==> config.mk <==
export PLATFORM = sky130hd
export DESIGN_NAME = stream_switch
export DESIGN_NICKNAME = d
export VERILOG_FILES = /design/src/rtl/core_pkg.sv /design/src/rtl/result_fifo.sv /design/src/rtl/stream_switch.sv
export SDC_FILE = /design/constraint.sdc
export NUM_CORES = 1
export LEC_CHECK = 0
export ABC_AREA = 0
export CORE_ASPECT_RATIO = 0.75
export CORE_UTILIZATION = 40
export CTS_CLUSTER_DIAMETER = 200
export DETAILED_ROUTE_END_ITERATION = 8
export PLACE_DENSITY = 0.76
export SLEW_MARGIN = 10
export SYNTH_ARGS = -nofsm -noshare
export SYNTH_HDL_FRONTEND = slang
export SYNTH_HIERARCHICAL = 1
export SYNTH_SLANG_ARGS = --single-unit
==> constraint.sdc <==
create_clock -name clk -period 3.4 [get_ports clk]
set_input_delay 0.51 -clock clk [delete_from_list [all_inputs] [get_ports clk]]
set_output_delay 0.51 -clock clk [all_outputs]
set_load 0.1 [all_outputs]
==> src/rtl/core_pkg.sv <==
// Shared encodings and record types for the stream switch and its result queue.
package core_pkg;
  localparam int DEF_FIFO_DEPTH = 4;
  localparam int DEF_MAX_HOPS   = 3;

  localparam logic [1:0] CLS_WEIGHT = 2'b00;
  localparam logic [1:0] CLS_CONFIG = 2'b01;
  localparam logic [1:0] CLS_DATA   = 2'b10;

  // One in-flight operand waiting on a tile result.
  typedef struct packed {
    logic       vld;
    logic [1:0] tile;
    logic [1:0] hops;
  } pend_t;

  typedef struct packed {
    logic [7:0] data;
    logic [1:0] tile;
  } res_t;
endpackage

==> src/rtl/result_fifo.sv <==
// In-order result queue; push and pop may coincide, count is exposed for credit.
module result_fifo import core_pkg::*; #(
  parameter  int DEPTH = DEF_FIFO_DEPTH,
  localparam int CW    = $clog2(DEPTH + 1),
  localparam int AW    = (DEPTH > 1) ? $clog2(DEPTH) : 1
) (
  input  logic          clk,
  input  logic          rst_n,
  input  logic          push_i,
  input  res_t          push_data_i,
  input  logic          pop_i,
  output res_t          head_o,
  output logic [CW-1:0] count_o
);
  res_t          mem_q [DEPTH];
  logic [AW-1:0] wr_q, rd_q;
  logic [CW-1:0] cnt_q;
  logic          pop;

  function automatic logic [AW-1:0] inc(input logic [AW-1:0] p);
    return (p == AW'(DEPTH - 1)) ? '0 : p + AW'(1);
  endfunction

  assign pop     = pop_i & (cnt_q != '0);
  assign head_o  = mem_q[rd_q];
  assign count_o = cnt_q;

  always_ff @(posedge clk) begin
    if (push_i) mem_q[wr_q] <= push_data_i;
  end

  always_ff @(posedge clk or negedge rst_n) begin
    if (!rst_n) begin
      wr_q  <= '0;
      rd_q  <= '0;
      cnt_q <= '0;
    end else begin
      if (push_i) wr_q <= inc(wr_q);
      if (pop)    rd_q <= inc(rd_q);
      case ({push_i, pop})
        2'b10:   cnt_q <= cnt_q + CW'(1);
        2'b01:   cnt_q <= cnt_q - CW'(1);
        default: cnt_q <= cnt_q;
      endcase
    end
  end
endmodule

==> src/rtl/stream_switch.sv <==
// Drives four tile ports from a tagged byte stream, mirrors tile chaining config,
// re-injects chained results and queues terminal results downstream.
module stream_switch import core_pkg::*; #(
  parameter int FIFO_DEPTH = DEF_FIFO_DEPTH,
  parameter int MAX_HOPS   = DEF_MAX_HOPS
) (
  input  logic        clk,
  input  logic        rst_n,
  input  logic [7:0]  in_data,
  input  logic [1:0]  in_dest,
  input  logic        in_valid,
  output logic        in_ready,
  output logic [31:0] tile_data_out,
  input  logic [31:0] tile_data_in,
  output logic [7:0]  out_data,
  output logic [1:0]  out_tile,
  output logic        out_valid,
  input  logic        out_ready
);
  localparam int CW = $clog2(FIFO_DEPTH + 1);

  logic [3:0][7:0] port_q, port_d;
  logic [3:0]      has_next_q, has_next_d;
  logic [3:0][1:0] next_q, next_d;
  pend_t           s1_q, s1_d, s2_q;
  logic [3:0][7:0] tdi;
  logic [7:0]      r;
  logic            fwd, accept, push;
  logic [CW-1:0]   fifo_cnt;
  res_t            head;

  assign tdi = tile_data_in;
  assign r   = tdi[s2_q.tile];
  assign fwd = s2_q.vld & has_next_q[s2_q.tile] & (int'(s2_q.hops) < MAX_HOPS);

  // Credit counts every operand still able to land in the queue.
  assign in_ready = !fwd &
                    ((int'(fifo_cnt) + int'(s1_q.vld) + int'(s2_q.vld)) < FIFO_DEPTH);
  assign accept   = in_valid & in_ready;
  assign push     = s2_q.vld & !fwd;

  always_comb begin
    port_d     = port_q;
    has_next_d = has_next_q;
    next_d     = next_q;
    s1_d       = '0;
    if (fwd) begin
      port_d[next_q[s2_q.tile]] = {CLS_DATA, r[5:0]};
      s1_d = '{vld: 1'b1, tile: next_q[s2_q.tile], hops: s2_q.hops + 2'd1};
    end else if (accept) begin
      port_d[in_dest] = in_data;
      if (in_data[7]) s1_d = '{vld: 1'b1, tile: in_dest, hops: 2'd0};
      if (in_data[7:6] == CLS_CONFIG) begin
        has_next_d[in_dest] = 1'b1;
        next_d[in_dest]     = in_data[5:4];
      end
    end
  end

  always_ff @(posedge clk or negedge rst_n) begin
    if (!rst_n) begin
      port_q     <= '0;
      has_next_q <= '0;
      next_q     <= '0;
      s1_q       <= '0;
      s2_q       <= '0;
    end else begin
      port_q     <= port_d;
      has_next_q <= has_next_d;
      next_q     <= next_d;
      s1_q       <= s1_d;
      s2_q       <= s1_q;
    end
  end

  result_fifo #(.DEPTH(FIFO_DEPTH)) u_fifo (
    .clk        (clk),
    .rst_n      (rst_n),
    .push_i     (push),
    .push_data_i('{data: r, tile: s2_q.tile}),
    .pop_i      (out_ready),
    .head_o     (head),
    .count_o    (fifo_cnt)
  );

  assign tile_data_out = port_q;
  assign out_valid     = (fifo_cnt != '0);
  assign out_data      = head.data;
  assign out_tile      = head.tile;
endmodule

==> impl_results.md <==
- Worst-Margin Slew: about 1000 ps
- Commonest non-fill, non-tap cell in the layout: clkdlybuf4s50_1
- Critical path, cell by cell: ha_1 -> or3b_1 -> o22a_1 -> and2_1 -> inv_1 -> ha_1 -> inv_1 -> fa_1 -> xor2_1 -> nor2_1 -> xor2_1
- FF+latch count, synth: roughly 100
- Gpl congestion: 0.8789
- N_diodes: 0
- Post-synth top area share: around 34%
- Worst clock skew: around 9 ps
- Reg2Reg Depth: 11
- Routed wire per std cell: roughly 19 um
- Hold_buf cts: 0
- Crit end category: flop
- Post-Route Setup TNS: 0 ps
- Critical path capture point: u_fifo/count_o[2]
- CTS Buf Count: 9
- Setup Buffers After CTS: 0
- Largest net degree at the start of global routing: 49
- FMAX: 350.0 MHz
- Detailed-route via count: 3,038
- Synth cell types: between 40 and 50
- Initial Utilization: around two fifths
- I/O Pins: 90
- Reg-to-reg critical path endpoint: u_fifo/count_o[2]
- Number of synthesized flops with an enable pin: 40
- GRT overflow: 0
- Top cells by area, synth: dfrtp_1, edfxtp_1, mux4_2
- Final hold vios: 0
- Slew headroom: approximately 34%
- Drt pass-1 iters: 6
- # rows: 33
- WP buf/inv: 2
- Most frequent cells in the layout: clkdlybuf4s50_1, dfrtp_1, edfxtp_1
- Tcrit/Tclk final: around 84%
- Placed wire-length estimate: about 7900 um
- DIE HEIGHT: 94.09 um
- Syn nets: roughly 380
- Unrepaired setup endpoints after global routing: no
- Worst-Skew Late Latency: ~340 ps
- CTS clk-pin slew, worst paths: around 70 ps
- Vias per inst: roughly 5.4
- R2R Setup Slk: ~540 ps
- Core area: about 0.011 mm^2
- Layout cell share with drive strength beyond 1: 17.06%
- Seq/Total Area, Yosys: 60.30%
- Crit-path max FO: 10
- Pins Over Slew Limit: 0
- Gr usage total: around a fifth
- Resized cells post-CTS: 0
- First-pass GRT wire length: around 18,000 um
- Setup CP Type: reg -> reg
- Crit path required time: 3660 ps
- DRT iter0 DRCs: ~290
- Crit path depth: 11
- Ys async rst share: between 60% and 70%
- CTS root buffer: clkbuf_16
- Width of the chip: ~120 um
- Clock sink count: around 100
- Max H-tree Level: 3
- Port Buffers: 89
- Area of the mapped netlist: around 0.0045 mm^2
- Worst Setup SP: s2_q[0]
- # fillers: 939
- CTS tree: yes
- Dominant synthesized flop cell: dfrtp_1
- Worst path top cell family by delay: simple AND/OR/NAND/NOR gates
- Final setup viols: 0
- Synthesis-to-finish area growth: 29.10%
- Residual DRC count: 12
- Post-Route WL: roughly 11,000 um
- Initial antenna violation count: 0
- Post-synth top area cell: dfrtp_1
- WHS: between 40 and 50 ps
- CP arrival: around 3100 ps
- Minimum clock period after layout: 2857 ps
- Clock Path Buffers: 2
- Antenna viol nets, final: 0
- Worst setup SP type: flop
- Total Die Area: roughly 0.012 mm^2
- Critical R2R Launch: s2_q[0]
- Status: finished with violations
- Max cap viols: 0
- Tightest Hold Check Type: in -> async
- Synthesized instance count: roughly 320
- Vias in the first global route: 3,259
- Max incr delay on CP: between 300 and 400 ps
- Layout Nets: roughly 470
- YS warnings: 6
- Crit-path slowest cell: dfrtp_1
- Mean area per synthesized cell: roughly 14 um^2
- Failing checks: DRC
==> layout make-up <==
class	instances	area, um^2	area share (%)
timing repair buffer	99	945.9	16.20
clock inverter	6	51.30	0.8785
sequential	101	2728	46.71
clock buffer	10	239.0	4.093
inverter	14	52.55	0.8999
multi-input combinational	192	1648	28.22
tap	140	175.2	3.000
==> synth_stat cells, drive strengths merged, types with 2 or more instances <==
library cell,count
o31ai,2
ha,8
mux2,16
mux4,13
dfrtp,61
o21ai,11
and2,7
edfxtp,40
nor2b,2
xor2,2
inv,14
nor3,7
a221o,12
buf,13
nand2,23
nor2,19
a22o,8
nand3,4
nand2b,8
or3,3
o221a,6
a22oi,2
a21oi,2
mux2i,12
a21o,8
and3,4
nor4,2
or4,2
==> worst min path at each step <==
| stage | startpoint | end |
|---|---|---|
| after floorplan | rst_n | has_next_q[0] |
| after global placement | s1_q[0] | s2_q[0] |
| after detailed placement | s1_q[3] | s2_q[3] |
| after CTS | rst_n | tile_data_out[15] |
| after global routing | rst_n | tile_data_out[15] |
| final | rst_n | tile_data_out[15] |
==> per-stage QoR <==
stage,instance area [um^2],util [%],setup WS [ps],instances
after floorplan,4528,-,639.2,321
after CTS,5839,53.17,542.9,562
after detailed placement,5549,50.52,570.3,546
after global placement,5549,50.52,707.7,546
after global routing,5839,53.17,403.0,562
final,5839,53.17,542.7,562
==> registers in the layout, indices dropped and copies added, names as in the netlist <==
register	count
next_q	8
u_fifo/count_o	3
u_fifo/wr_q	2
s1_q	5
has_next_q	4
tile_data_out	32
s2_q	5
u_fifo/mem_q	40
u_fifo/rd_q	2
==> cells by family (layout without fill, tap and decap cells) <==
| family | after synthesis | count (layout) | synth area share [%] |
|---|---|---|---|
| DFF | 101 | 101 | 60.30 |
| and+or+nand+nor | 84 | 84 | 9.544 |
| adders and majority gates | 9 | 9 | 2.656 |
| xor gates and xnor gates | 3 | 3 | 0.5810 |
| AOI/OAI and AO/OA | 55 | 55 | 10.26 |
| buffers and inverters | 28 | 129 | 3.375 |
| muxes | 41 | 41 | 13.28 |
==> worst register-to-register path, delay by kind of cell, from the launching register on <==
family | cells | cell delay (ps)
adders and majority gates | 3 | 770
xor gates and xnor gates | 2 | 300
DFF | 1 | 390
and+or+nand+nor | 3 | 790
buffers and inverters | 2 | 160
AOI/OAI and AO/OA | 1 | 350
==> routing by layer <==
metal  vias up  GRT usage, %  share of wire, %
li1       1398             -                 -
met1      1529         25.62                43
met2       107         34.60                50
met3         4         4.613               7.1
met4         0         4.115              0.34
met5         -             0                 0
Power is not shown: default switching activity piles up to over one toggle a cycle in this logic, so the estimate is an artifact.
